<file path="config.mk">
export PLATFORM = sky130hd
export DESIGN_NAME = dmem_port_arbiter
export DESIGN_NICKNAME = d
export VERILOG_FILES = /design/src/rtl/dmem_port_arbiter.sv
export SDC_FILE = /design/constraint.sdc
export NUM_CORES = 1
export LEC_CHECK = 0
export ABC_AREA = 1
export BUFFER_PORTS_ARGS = -buffer_cell sky130_fd_sc_hd__buf_2
export CAP_MARGIN = 5
export CORE_MARGIN = 5
export CORE_UTILIZATION = 50
export DETAILED_ROUTE_END_ITERATION = 8
export PLACE_DENSITY = 0.85
export SLEW_MARGIN = 0
export SYNTH_ARGS = -nofsm -noshare
export SYNTH_HDL_FRONTEND = slang
export SYNTH_SLANG_ARGS = --single-unit
</file>
<file path="constraint.sdc">
create_clock -name clock -period 3.58 [get_ports clock]
set_clock_uncertainty 0.15 [all_clocks]
set_input_delay 0.179 -clock clock [delete_from_list [all_inputs] [get_ports clock]]
set_output_delay 0.179 -clock clock [all_outputs]
set_load 0.01 [all_outputs]
</file>
<file path="src/rtl/dmem_port_arbiter.sv">
// Round-robin arbiter sharing one DATA_MEMORY port between the CPU (port 0) and
// the debug/dump engine (port 1); one transaction in flight, all outputs registered.
module dmem_port_arbiter #(
    parameter int ADDR_W = 13,
    parameter int DATA_W = 32,
    parameter int CNT_W  = 16
) (
    input  logic              clock,
    input  logic              reset,
    input  logic              req0,
    input  logic              req1,
    input  logic              we0,
    input  logic              we1,
    input  logic [ADDR_W-1:0] addr0,
    input  logic [ADDR_W-1:0] addr1,
    input  logic [DATA_W-1:0] wdata0,
    input  logic [DATA_W-1:0] wdata1,
    output logic              ack0,
    output logic              ack1,
    output logic [DATA_W-1:0] rdata,
    output logic              mem_read,
    output logic              mem_write,
    output logic [ADDR_W-1:0] mem_addr,
    output logic [DATA_W-1:0] mem_wdata,
    input  logic [DATA_W-1:0] mem_rdata,
    output logic              busy,
    output logic [CNT_W-1:0]  gcnt0,
    output logic [CNT_W-1:0]  gcnt1
);

    typedef enum logic [1:0] {IDLE, ISSUE, RDWAIT, DONE} state_t;

    state_t state, state_nxt;

    logic last;
    logic id_q;
    logic we_q;

    logic grant;
    logic win;
    logic we_sel;

    logic              ack0_d, ack1_d;
    logic [DATA_W-1:0] rdata_d;
    logic              mem_read_d, mem_write_d;
    logic [ADDR_W-1:0] mem_addr_d;
    logic [DATA_W-1:0] mem_wdata_d;
    logic              busy_d;
    logic [CNT_W-1:0]  gcnt0_d, gcnt1_d;

    function automatic logic [CNT_W-1:0] sat_inc(input logic [CNT_W-1:0] c);
        return (&c) ? c : c + CNT_W'(1);
    endfunction

    // Winner selection; an unknown req falls through every branch and is treated as idle.
    always_comb begin
        grant = 1'b0;
        win   = 1'b0;
        if (state == IDLE) begin
            if (req0 && req1) begin
                grant = 1'b1;
                win   = ~last;
            end else if (req0) begin
                grant = 1'b1;
                win   = 1'b0;
            end else if (req1) begin
                grant = 1'b1;
                win   = 1'b1;
            end
        end
        we_sel = win ? we1 : we0;
    end

    always_ff @(posedge clock) begin
        if (reset) begin
            state <= IDLE;
        end else begin
            state <= state_nxt;
        end
    end

    always_comb begin
        state_nxt = state;
        case (state)
            IDLE:    if (grant) state_nxt = ISSUE;
            ISSUE:   state_nxt = we_q ? DONE : RDWAIT;
            RDWAIT:  state_nxt = DONE;
            DONE:    state_nxt = IDLE;
            default: state_nxt = IDLE;
        endcase
    end

    // Next values of the registered outputs: strobes are loaded at grant so they are visible in ISSUE.
    always_comb begin
        mem_read_d  = 1'b0;
        mem_write_d = 1'b0;
        mem_addr_d  = mem_addr;
        mem_wdata_d = mem_wdata;
        rdata_d     = rdata;
        gcnt0_d     = gcnt0;
        gcnt1_d     = gcnt1;
        if (grant) begin
            mem_addr_d  = win ? addr1 : addr0;
            mem_wdata_d = win ? wdata1 : wdata0;
            mem_write_d = we_sel;
            mem_read_d  = ~we_sel;
            if (win) gcnt1_d = sat_inc(gcnt1);
            else     gcnt0_d = sat_inc(gcnt0);
        end
        if (state == RDWAIT) rdata_d = mem_rdata;
        ack0_d = (state_nxt == DONE) && !id_q;
        ack1_d = (state_nxt == DONE) &&  id_q;
        busy_d = (state_nxt != IDLE);
    end

    always_ff @(posedge clock) begin
        if (reset) begin
            last      <= 1'b1;
            id_q      <= 1'b0;
            we_q      <= 1'b0;
            ack0      <= 1'b0;
            ack1      <= 1'b0;
            rdata     <= '0;
            mem_read  <= 1'b0;
            mem_write <= 1'b0;
            mem_addr  <= '0;
            mem_wdata <= '0;
            busy      <= 1'b0;
            gcnt0     <= '0;
            gcnt1     <= '0;
        end else begin
            if (grant) begin
                last <= win;
                id_q <= win;
                we_q <= we_sel;
            end
            ack0      <= ack0_d;
            ack1      <= ack1_d;
            rdata     <= rdata_d;
            mem_read  <= mem_read_d;
            mem_write <= mem_write_d;
            mem_addr  <= mem_addr_d;
            mem_wdata <= mem_wdata_d;
            busy      <= busy_d;
            gcnt0     <= gcnt0_d;
            gcnt1     <= gcnt1_d;
        end
    end

endmodule

</file>
Word-level counts from Yosys, hierarchy flattened
Index checks and enable logic that the tools add are counted.

storage, ports and cells
  bits of input ports = 128
  register bits = 119
  output and inout bits = 114

cells by class
  add/subtract/negate cells = 2
  reductions and logical operators = 11
  bitwise gates (word level) = 6
  eq/ne operators = 4
  mux-type cells = 13

operators with widths
  cell                                           count
  adder 16 x 1 -> 16 bit, second input constant  2
  two-way mux 32 bit                             1
  AND reduction 16 bit                           2
  two-way mux 13 bit                             1
  two-way mux 1 bit                              9
  case mux 2 bit (4 select lines)                1
  == test 2 bit, second input constant           3
  inverter 1 bit                                 6
  AND reduction 3 bit                            2
  logical AND 1 bit                              3
  == test 2 x 1 -> 1 bit, second input constant  1
  logical NOT 2 bit                              1
  two-way mux 2 bit                              1
  nonzero test 2 bit                             1
  OR reduction 2 bit                             1
  logical NOT 1 bit                              1

Logic depth before layout (Yosys ltp)
Gate-level depths: netlist (run 1).

  word-level depth = 8
  depth in mapped cells = 11
  depth with buffers taken out = 10

Worst setup path after synthesis (run 1)
OpenSTA, ideal clock, no wires.

  path type = flip-flop to flip-flop
  start point = reg gcnt1[0]
  end point = reg gcnt1[11]
  cell stages (with the launch flop) = 10
  path slack = 1.887 ns
  buffers on the path = 1
  period minus slack after synthesis = 1.693 ns
  arrival = 1.405 ns
  path through = dfxtp_1 > ha_1 > nand2_2 > nor2_2 > nand2_2 > nor2_1 > nor2_1 > buf_2 > nand2_1 > a21oi_2

between the ends
  cells in the longest elaborated chain, start to end = 3
  elaborated cells on any way between the ends = 4
  classes of those cells = 1 x add/sub; 1 x bitwise; 2 x reduce/logical

ends and longest elaborated chain
  item                                                                            line  RTL
  start: declaration                                                              28    output logic [CNT_W-1:0] gcnt1
  start signal: assignment                                                        146   gcnt1 <= gcnt1_d;
  parallel branches: the longest is 3 deep, another holds adder 16 x 1 -> 16 bit  --

Several ways; the timed one is not identified.
A chain may end at the register's enable or synchronous reset.

Worst setup path in the final report (run 1)
  start point = reg state[0]
  end point = reg mem_addr[0]

between the ends
  cells in the longest elaborated chain, start to end = 3
  elaborated cells on any way between the ends = 4
  classes of those cells = 3 x mux; 1 x reduce/logical

ends and longest elaborated chain
  item                      line  RTL
  start: declaration        33    state_t state, state_nxt;
  start signal: assignment  78    state <= state_nxt;
  logical NOT 2 bit *       59    if (state == IDLE) begin
  two-way mux 1 bit         59
  two-way mux 13 bit        103   mem_addr_d = win ? addr1 : addr0;
  end signal: assignment    142   mem_addr <= mem_addr_d;
  end: declaration          23    output logic [ADDR_W-1:0] mem_addr,

Every way passes the cells marked *; elsewhere a longest branch is shown, timed or not.

==> results of run 1 <==
-- area by class of cell --
type / count / share of cell area (%)
inverters: 41 / 1.86
flip-flops and latches: 119 / 28.7
repair buffers: 373 / 30.4
clock inverters: 8 / 1.45
multi-input cells: 509 / 29.6
clock buffers: 23 / 5.75
diodes: 2 / 0.0604
well taps: 136 / 2.05
-- report_power, final --
| part | internal, W | switching, W | total [W] | leakage (nW) |
|---|---|---|---|---|
| Combinational | 0.000745 | 0.00110 | 0.00184 | 2.70 |
| Sequential | 0.00167 | 0.000203 | 0.00188 | 0.974 |
| Clock | 0.00113 | 0.000579 | 0.00171 | 0.290 |
| Total | 0.00355 | 0.00188 | 0.00542 | 3.97 |
-- placed cells by master (no fill, tap or decap), types with 4 or more instances in the layout --
cell type and n:
nor2_2 5, xor2_1 4, clkbuf_8 5, nand3_1 77, nor2_1 138, dlygate4sd3_1 125, o221ai_1 29, a21oi_1 16
nand4_1 4, ha_1 5, o21ai_0 67, a21oi_2 8, inv_1 40, buf_2 241, clkbuf_16 16, buf_4 6
dfxtp_1 119, nand2_1 137
-- registers in the layout (all words and copies together) (netlist names) --
name,flops
mem_read,1
rdata,32
busy,1
we_q,1
mem_addr,13
last,1
ack0,1
id_q,1
mem_wdata,32
gcnt1,16
gcnt0,16
state,2
mem_write,1
ack1,1
-- final timing paths --
check / from / endpoint / slack (ns) / cells past startpoint
setup / recovery: state[0] / mem_addr[0] / 0.54 / 7
hold / removal: req0 / mem_write / 0.21 / 5
setup reg to reg: state[0] / mem_addr[0] / 0.54 / 7
hold reg to reg: mem_wdata[7] / mem_wdata[7] / 0.32 / 2
-- metal layers --
layer  global-route usage, %  vias to the layer above  wire length, um
li1                        -                     3059                -
met1                    35.1                     2990             7100
met2                    53.8                      423            10000
met3                    10.8                      135             1670
met4                    21.4                        4             1420
met5                       0                        -               27
-- critical path: stages, from the launching register on --
cell and delay, ns:
dfxtp_1 0.33, inv_1 0.10, ha_1 0.24, o21ai_4 0.09, nor2_4 0.80, o21ai_0 0.30, o21ai_0 0.34, dlygate4sd3_1 0.61
-- through the flow --
stage | util, % | total power (W) | std cells
2_1_floorplan | - | 0.00278 | 712
3_3_place_gp | 62.9 | 0.00336 | 1053
3_5_place_dp | 62.9 | 0.00340 | 1053
4_1_cts | 80.9 | 0.00534 | 1209
5_1_grt | 80.9 | 0.00571 | 1209
6_report | 81.0 | 0.00542 | 1211
-- cell families (layout without fill, tap and decap cells) --
logic type / Yosys count / after routing
adder cells (fa/ha/maj): 5 / 5
flip-flops: 119 / 119
AND/OR/NAND/NOR: 375 / 375
AO/OA/AOI/OAI: 123 / 123
other: 0 / 2
XOR/XNOR: 6 / 6
buffers and inverters: 84 / 445
==> summary.md, run 1 <==
| Metric | Value |
|---|---|
| Synth Warn # | 0 |
| Syn Nets | 845 |
| Core area | 10200 um^2 |
| DR DRC count | 0 |
| Synthesized area per cell | 7.28 um^2 |
| Drt initial violations | 562 |
| Setup ws final | 0.542 ns |
| Synth Instances | 712 |
| Synth Area in Adders | 1.21% |
| Arr. time, crit path | 3.32 ns |
| Fillers | 679 |
| Root buf cell | clkbuf_8 |
| Number of max-slew violations in the final report | 0 |
| Synth Cell Area | 5180 um^2 |
| Vias | 6611 |
| CP required | 3.86 ns |
| Max-cap violations | 0 |
| Leakage power | 3.97 nW |
| Fin nets | 1194 |
| CP Capture Type | register |
| GRT Util Overall | 32.4% |
| Dpl cell area | 6430 um^2 |
| CTS sink cnt | 119 |
| HP Class | in -> reg |
| Period minus WS final | 3.04 ns |
| Total I/O pin count | 242 |
| Final wirelength | 20.2 mm |
| Largest net degree at the start of global routing | 59 |
| Clock transition at path regs | 0.06 ns |
| Clock Tree Buf Depth | 2 |
| Hold buffer count at cts | 125 |
| GP Congestion | 0.916 |
| Multi-input gate area | 2460 um^2 |
| Synth-to-Final Area Change | 60.0% |
| Post-synth top cells | 139 x nor2_1, 137 x nand2_1, 119 x dfxtp_1, 77 x nand3_1, 67 x o21ai_0 |
| Main combinational cell family by area after synthesis | simple AND/OR/NAND/NOR gates |
| Setup_tns | 0 ns |
| RSZ-0062 raised after global routing | false |
| Register bit total from synthesis | 119 |
| Crit Path Max Fanout | 47 |
| Wire length per cell | 16.7 um |
| Worst vdd ir | 0.450 mV |
| Portion of netlist area occupied by mux cells | 0% |
| Finished Cell Area | 8290 um^2 |
| Startpoint types | register |
| Share of layout cells above drive strength 1 | 28.1% |
| Die X-Extent | 112 um |
| Slew margin rel. | 28.7% |
| Status | completed |
| Crit path kind | reg -> reg |
| Count leader, synth | nor2_1 |
| HPWL after DPL | 10.9 mm |
| Post-DR vias/cell | 5.46 |
| Initial core utilization | 50.6% |
| Die ar. | 12500 um^2 |
| Post-CTS sizing | 0 |
| Total grt overflow | 0 |
| Antenna violations before repair | 2 |
| Power density cells | 655 nW/um^2 |
| Worst-margin pin slew | 1.07 ns |
| Post-synth top area share | 46.0% |
| Worst-Skew Late Latency | 0.50 ns |
| Post-synth EDFFs | 0 |
| CTS HTree Levels | 4 |
| Post-synth top area cell | dfxtp_1 |
| Post-route ant nets | 0 |
| CTS Buf Count | 17 |
| Port bufs | 241 |
| Fin. Hold Viols | 0 |
| F_max | 0.329 GHz |
| Die Y | 112 um |
| Top cells by area, synth | dfxtp_1 46%, nor2_1 10%, nand2_1 9.9%, nand3_1 7.4%, o21ai_0 6.5% |
| Setup violators final | 0 |
| Setup bufs post-CTS | 0 |
| Final period util | 84.9% |
| Post-Synth Simple-Gate Area | 30.2% |
| Hold WS | 0.207 ns |
| Yosys cell types | 29 |
| DP Worst Slack | 1.24 ns |
| CTS tree | done |
| Pre-antenna DRT Iters | 5 |
| Number of global-route vias before repair | 6655 |
| Post-synth top flop | dfxtp_1 |
| Register area | 2380 um^2 |
| Seq/Total Area, Yosys | 46.0% |
| First-pass GRT wire length | 32.9 mm |
| Async SR Flop Fraction | 0% |
| Synth Area in Compound Gates | 14.7% |
| Xor/xnor share of the synthesized area | 1.01% |
| Standard-cell rows | 37 |
Note: power is estimated with default switching activity, not from simulation.
==> inputs of run 2 (changes only) <==
--- a/config.mk
+++ b/config.mk
@@ -5,13 +5,13 @@
 export SDC_FILE = /design/constraint.sdc
 export NUM_CORES = 1
 export LEC_CHECK = 0
-export ABC_AREA = 1
+export ABC_AREA = 0
 export BUFFER_PORTS_ARGS = -buffer_cell sky130_fd_sc_hd__buf_2
 export CAP_MARGIN = 5
 export CORE_MARGIN = 5
-export CORE_UTILIZATION = 50
+export CORE_UTILIZATION = 46
 export DETAILED_ROUTE_END_ITERATION = 8
-export PLACE_DENSITY = 0.85
+export PLACE_DENSITY = 0.8
 export SLEW_MARGIN = 0
 export SYNTH_ARGS = -nofsm -noshare
 export SYNTH_HDL_FRONTEND = slang
==> constraint.sdc (replaced) <==
create_clock -name clock -period 2.8 [get_ports clock]
set_clock_uncertainty 0.15 [all_clocks]
set_input_delay 0.14 -clock clock [delete_from_list [all_inputs] [get_ports clock]]
set_output_delay 0.14 -clock clock [all_outputs]
set_load 0.01 [all_outputs]
==> run 2 against run 1 <==
  * Critical path depth unchanged
  * Synthesized cell count shrank 23%
  * Worst setup slack got worse by 0.36 ns
  * Combinational power grew 52%
  * Fmax rose by 16%
  * Routed wire length fell by 1.5%
  * Global-route usage shrank 2.3 points
  * Clock power grew 14%
  * Largest power group is now combinational logic
  * Utilization is 2.9 points lower
==> summary.md, run 2 <==
| Metric | Value |
|---|---|
| Crit path max-delay family | buffers and inverters |
| Worst vdd ir | 0.511 mV (+14%) |
| CTS Buf Count | 17 (unchanged) |
| Highest-count cells in the layout ignoring fill and taps | 240 x buf_2, 134 x dlygate4sd3_1, 119 x dfxtp_1, 82 x nor2_1, 77 x nand2_1 |
| RSZ-0062 raised after global routing | false |
| Placed insts | 892 (-15%) |
| F_max | 0.381 GHz (+16%) |
| Post-synth top area share | 48.8% (+2.8 points) |
| Synthesized area per cell | 8.90 um^2 (+22%) |
| Die X-Extent | 113 um (+1.1%) |
| Setup_tns | 0 ns (unchanged) |
| Clock power share | 27.5% (-3.9 points) |
| Switch Pwr | 0.00259 W (+38%) |
| Worst-margin pin slew | 1.03 ns (-0.0369 ns) |
| Fin. Hold Viols | 0 (unchanged) |
| CTS HTree Levels | 4 (unchanged) |
| Async SR Flop Fraction | 0% (unchanged) |
| Initial core utilization | 47.3% (-3.4 points) |
| Share of layout cells above drive strength 1 | 31.1% (+3.1 points) |
| Reg2reg setup slack | 0.18 ns (-0.36 ns) |
| Status | completed |
| Number of global-route vias before repair | 6189 (-7.0%) |
| Logic pwr share | 39.4% (+5.5 points) |
| Worst-Skew Late Latency | 0.50 ns (about the same) |
| CP required | 3.06 ns (-0.80 ns) |
| DR DRC count | 0 (unchanged) |
| Tot Pwr | 0.00709 W (+31%) |
| First-pass GRT wire length | 31.0 mm (-5.8%) |
| Synth Cell Area | 4880 um^2 (-5.8%) |
| Slew margin rel. | 31.1% (+2.5 points) |
| GP Congestion | 0.907 (-0.96%) |
| Yosys cell types | 39 (+34%) |
| CTS sink cnt | 119 (unchanged) |
| Fin nets | 1042 (-13%) |
| Crit-path slowest cell | dlygate4sd3_1 |
| Period minus WS final | 2.62 ns (-0.417 ns) |
| Final wirelength | 19.9 mm (-1.5%) |
| Post-synth top flop | dfxtp_1 |
| Final period util | 93.6% (+8.8 points) |
| Post-synth top cells | 119 x dfxtp_1, 82 x nor2_1, 77 x nand2_1, 36 x a21oi_1, 35 x mux2i_1 |
| Total grt overflow | 0 (unchanged) |
| Standard-cell rows | 37 (unchanged) |
| Total I/O pin count | 242 (unchanged) |
| Worst r2r src | state[0] |
| Seq/Total Area, Yosys | 48.8% (+2.8 points) |
| Die ar. | 12800 um^2 (+2.1%) |
| Power Internal | 0.00450 W (+27%) |
| Syn Nets | 681 (-19%) |
| HPWL after DPL | 11.6 mm (+5.7%) |
| Switch share | 36.5% (+1.9 points) |
| CTS tree | done |
| Core area | 10300 um^2 (+0.91%) |
| Worst r2r path cells | 7 (unchanged) |
| Pre-antenna DRT Iters | 5 (unchanged) |
| Largest net degree at the start of global routing | 63 (+6.8%) |
| Crit Path Max Fanout | 24 (-49%) |
| Setup violators final | 0 (unchanged) |
| Register bit total from synthesis | 119 (unchanged) |
| Number of max-slew violations in the final report | 0 (unchanged) |
| Drt initial violations | 617 (+9.8%) |
| Reg power frac | 33.0% (-1.6 points) |
| Post-layout util | 78.1% (-2.9 points) |
| Post-route ant nets | 0 (unchanged) |
| Vias | 5934 (-10%) |
| Antenna violations before repair | 0 (-2) |
| Reg2reg end | mem_wdata[4] |
| Crit path kind | reg -> reg |
| Post-synth top area cell | dfxtp_1 |
| Top Registers | mem_wdata (32), rdata (32) |
| Top cells by area, synth | dfxtp_1 49%, mux2i_1 7.2%, nor2_1 6.3%, nand2_1 5.9%, o221ai_1 5.2% |
| Max-cap violations | 0 (unchanged) |
| Port bufs | 241 (unchanged) |
| Post-synth EDFFs | 0 (unchanged) |
| Fin cells | 1059 (-13%) |
| Startpoint types | register |
| Root buf cell | clkbuf_8 |
| Clock Tree Buf Depth | 2 (unchanged) |
| Clock transition at path regs | 0.06 ns (about the same) |
| GRT Util Overall | 30.1% (-2.3 points) |
| Wire length per cell | 18.8 um (+13%) |
| Power density cells | 879 nW/um^2 (+34%) |
| HP Class | in -> reg |
| Commonest non-fill, non-tap cell in the layout | buf_2 |
| CP Depth | 7 (unchanged) |
| Leakage power | 3.56 nW (-10%) |
| Arr. time, crit path | 2.88 ns (-0.44 ns) |
| Synth-to-Final Area Change | 65.3% |
| CP cell instances | inv_1 -> ha_1 -> and2_4 -> buf_12 -> o221ai_1 -> dlygate4sd3_1 -> a21oi_1 |
| CP peak stage delay | 0.62 ns (-0.18 ns) |
| CP Capture Type | register |
| Hold WS | 0.283 ns (+0.0757 ns) |
| Synth Warn # | 0 (unchanged) |
| Synth Instances | 548 (-23%) |
| Post-DR vias/cell | 5.60 (+2.6%) |
| Critical path buffers and inverters | 3 (+1) |
| Count leader, synth | dfxtp_1 |
| Critical Path End | mem_wdata[4] |
| Crit path from | state[0] |
| Die Y | 113 um (+1.1%) |
==> run 2: changes by cell type after synthesis, moves of 15 or more <==
| cell | change |
|---|---|
| mux2i_1 | +35 |
| nand2_1 | -60 |
| a311oi_1 | +18 |
| nand3_1 | -67 |
| o21ai_0 | -65 |
| buf_2 | -15 |
| inv_1 | -36 |
| nor2_1 | -57 |
| a21oi_1 | +20 |
| xnor2_1 | +17 |
==> run 2: per-layer routing <==
metal | vias up | global-route usage (%) | wire (um)
li1 | 2692 | - | -
met2 | 353 | 53.6 | 10100
met4 | 0 | 17.9 | 1130
met1 | 2795 | 31.9 | 7170
met5 | - | 0 | 0
met3 | 94 | 7.81 | 1500
==> run 2: layout make-up <==
cell class	count	area (um^2)
Antenna cell	1	2.50
Clock buffer	17	414
Clock inverter	15	123
Inverter	4	15.0
Fill cell	625	2260
Sequential cell	119	2380
Multi-Input combinational cell	385	2330
Timing Repair Buffer	382	2630
Tap cell	136	170
==> run 2: per-stage QoR <==
stage,area [um^2],setup slack [ns]
after floorplan,4880,0.830
after detailed placement,6180,0.499
after CTS,8060,0.124
after global routing,8060,0.0439
final,8070,0.179
after global placement,6180,0.624
==> run 2: worst min-delay path by stage <==
stage	from	to	slack, ns	cells after the start
finish	mem_rdata[8]	rdata[8]	0.28	4
global route	mem_rdata[22]	rdata[22]	0.28	4
CTS	mem_rdata[9]	rdata[9]	0.24	4
detailed placement	mem_rdata[31]	rdata[31]	0.24	3
global placement	mem_rdata[23]	rdata[23]	0.23	3
floorplan	reset	state[1]	0.07	1
==> run 2: kinds of logic after synthesis <==
family	synth area share [%]
muxes	7.18
AOI/OAI and AO/OA	14.9
xor gates and xnor gates	4.13
buffers and inverters	3.59
and+or+nand+nor	20.1
adders and majority gates	1.28
DFF	48.8
==> run 2: repair_timing <==
action	in CTS	in global routing
hold buffers	134	0
gates resized for setup	0	1
endpoints found under the setup margin	0	24
buffers inserted	0	0
hold endpoints to repair	95	0
==> run 2: power groups by stage <==
| stage | registers [W] | clock network, W | logic, W |
|---|---|---|---|
| finish | 0.00234 | 0.00195 | 0.00280 |
| global route | 0.00238 | 0.00205 | 0.00300 |
| CTS | 0.00230 | 0.00197 | 0.00265 |
| detailed placement | 0.00234 | 0 | 0.00214 |
| global placement | 0.00231 | 0 | 0.00209 |
| floorplan | 0.00249 | 0 | 0.00118 |
==> run 2: worst register-to-register path, cell delays in order, from the launching register on <==
cell	delay, ns
dfxtp_1	0.32
inv_1	0.09
ha_1	0.34
and2_4	0.41
buf_12	0.22
o221ai_1	0.16
dlygate4sd3_1	0.62
a21oi_1	0.22
==> inputs of run 3 (changes only) <==
--- a/config.mk
+++ b/config.mk
@@ -12,6 +12,7 @@
 export CORE_UTILIZATION = 46
 export DETAILED_ROUTE_END_ITERATION = 8
 export PLACE_DENSITY = 0.8
+export RECOVER_POWER = 50
 export SLEW_MARGIN = 0
 export SYNTH_ARGS = -nofsm -noshare
 export SYNTH_HDL_FRONTEND = slang
==> run 3 against run 2 <==
  * Combinational power is 4% lower
  * Non-clock buffer count unchanged
  * Highest routed layer unchanged
  * Critical path depth unchanged
  * Routed wire length increased by 0.48%
  * Cell area fell by 1.7%
  * Flip-flop and latch count did not move
  * Fmax rose by 0.42%
  * Register-to-register slack barely moved
==> summary.md, run 3 (synthesis results as in run 2) <==
| Metric | Value |
|---|---|
| Status | completed |
| Worst-margin pin slew | 1.04 ns (+0.0136 ns) |
| Setup_tns | 0 ns (unchanged) |
| Tot Pwr | 0.00701 W (-1.2%) |
| Root buf cell | clkbuf_8 |
| Crit-path slowest cell | dlygate4sd3_1 |
| F_max | 0.383 GHz (+0.42%) |
| Leakage power | 3.09 nW (-13%) |
| Setup violators final | 0 (unchanged) |
| CTS sink cnt | 119 (unchanged) |
| Fin nets | 1042 (unchanged) |
| Clock transition at path regs | 0.06 ns (about the same) |
| Period minus WS final | 2.61 ns (-0.0109 ns) |
| Port bufs | 241 (unchanged) |
| GP Congestion | 0.907 (unchanged) |
| Worst vdd ir | 0.514 mV (+0.44%) |
| Highest-count cells in the layout ignoring fill and taps | 134 x dlygate4sd3_1, 126 x buf_2, 119 x dfxtp_1, 114 x clkbuf_1, 82 x nor2_1 |
| CP Capture Type | register |
| Final period util | 93.2% (-0.39 points) |
| Vias | 5925 (-0.15%) |
| Total I/O pin count | 242 (unchanged) |
| Post-DR vias/cell | 5.58 (-0.34%) |
| Power density cells | 884 nW/um^2 (+0.57%) |
| RSZ-0062 raised after global routing | false |
| Drt initial violations | 572 (-7.3%) |
| Worst-Skew Late Latency | 0.50 ns (about the same) |
| Clock Tree Buf Depth | 2 (unchanged) |
| Number of global-route vias before repair | 6189 (unchanged) |
| Core area | 10300 um^2 (unchanged) |
| Synth-to-Final Area Change | 62.5% |
| CTS HTree Levels | 4 (unchanged) |
| Commonest non-fill, non-tap cell in the layout | dlygate4sd3_1 |
| HP Class | in -> reg |
| CP cell instances | inv_1 -> ha_1 -> and2_4 -> buf_12 -> o221ai_1 -> dlygate4sd3_1 -> a21oi_1 |
| Startpoint types | register |
| Number of max-slew violations in the final report | 0 (unchanged) |
| Fillers | 709 (+13%) |
| CP peak stage delay | 0.62 ns (about the same) |
| Slew margin rel. | 30.2% (-0.91 points) |
| CP required | 3.06 ns (about the same) |
| Max-cap violations | 0 (unchanged) |
| Die X-Extent | 113 um (unchanged) |
| Largest net degree at the start of global routing | 63 (unchanged) |
| Wire length per cell | 18.9 um (+0.29%) |
| Post-route ant nets | 0 (unchanged) |
| Die Y | 113 um (unchanged) |
| Setup bufs post-CTS | 0 (unchanged) |
| First-pass GRT wire length | 31.0 mm (unchanged) |
| Final wirelength | 20.0 mm (+0.48%) |
| Share of layout cells above drive strength 1 | 18.8% (-12 points) |
| Pre-antenna DRT Iters | 6 (+1) |
| Standard-cell rows | 37 (unchanged) |
| DR DRC count | 0 (unchanged) |
| Initial core utilization | 47.3% (unchanged) |
| Antenna violations before repair | 0 (unchanged) |
| GRT Util Overall | 30.1% (unchanged) |
| CTS tree | done |
| Fin. Hold Viols | 0 (unchanged) |
| Crit path kind | reg -> reg |
| Total grt overflow | 0 (unchanged) |
| Top Registers | mem_wdata (32), rdata (32) |
| HPWL after DPL | 11.6 mm (unchanged) |
| Die ar. | 12800 um^2 (unchanged) |
| Crit Path Max Fanout | 24 (unchanged) |
| Arr. time, crit path | 2.87 ns (about the same) |
| CTS Buf Count | 17 (unchanged) |
## run 3: cell count changes in the layout (fill, tap and decap cells not counted)
| cell | previous run | this run |
|---|---|---|
| diode_2 | 1 | 3 |
| buf_2 | 240 | 126 |
| clkbuf_1 | 0 | 114 |
## run 3: area by class of cell
| type | instances | area, um^2 | share of cell area, % |
|---|---|---|---|
| Timing Repair Buffer | 382 | 2480 | 31.3 |
| Sequential cell | 119 | 2380 | 30.1 |
| Multi-Input combinational cell | 385 | 2330 | 29.4 |
| Clock buffer | 17 | 414 | 5.22 |
| Tap cell | 136 | 170 | 2.15 |
| Clock inverter | 15 | 123 | 1.55 |
| Inverter | 4 | 15.0 | 0.189 |
| Antenna cell | 3 | 7.51 | 0.0947 |
## run 3: layer usage
metal / up-vias / share of wire, % / global-route usage (%)
li1: 2693 / - / -
met1: 2788 / 36 / 31.9
met2: 359 / 51 / 53.6
met3: 85 / 8.0 / 7.81
met4: 0 / 5.5 / 17.9
met5: - / 0 / 0
## run 3: critical path: cells and delay by family (launching register included)
family / cells / cell delay (ns)
AOI/OAI and AO/OA: 2 / 0.37
adders and majority gates: 1 / 0.34
buffers and inverters: 3 / 0.92
DFF: 1 / 0.33
and+or+nand+nor: 1 / 0.41
## run 3: where the power goes
group | internal, W | switching (W)
Combinational | 0.00121 | 0.00149
Sequential | 0.00209 | 0.000260
Clock | 0.00111 | 0.000848
## run 3: through the flow
step / worst slack (ns) / hold WS, ns / utilization [%] / cells / instance area, um^2
floorplan: 0.830 / 0.0685 / - / 548 / 4880
global placement: 0.624 / 0.228 / 59.9 / 892 / 6180
detailed placement: 0.499 / 0.235 / 59.9 / 892 / 6180
CTS: 0.124 / 0.239 / 78.1 / 1058 / 8060
global route: 0.0439 / 0.282 / 76.7 / 1058 / 7920
finish: 0.190 / 0.285 / 76.8 / 1061 / 7930
## run 3: timing repair
| action | 4_1_cts | 5_1_grt |
|---|---|---|
| hold endpoints to repair | 95 | 0 |
| resized for setup | 0 | 1 |
| endpoints found under the setup margin | 0 | 24 |
| hold buffers | 134 | 0 |
## run 3: path summary, 6_finish.rpt
check / startpoint / endpoint / slack, ns / depth (start not counted)
setup reg to reg: state[0] / mem_wdata[4] / 0.19 / 7
hold reg to reg: id_q / ack0 / 0.30 / 1
setup / recovery: state[0] / mem_wdata[4] / 0.19 / 7
hold / removal: mem_rdata[8] / rdata[8] / 0.28 / 4
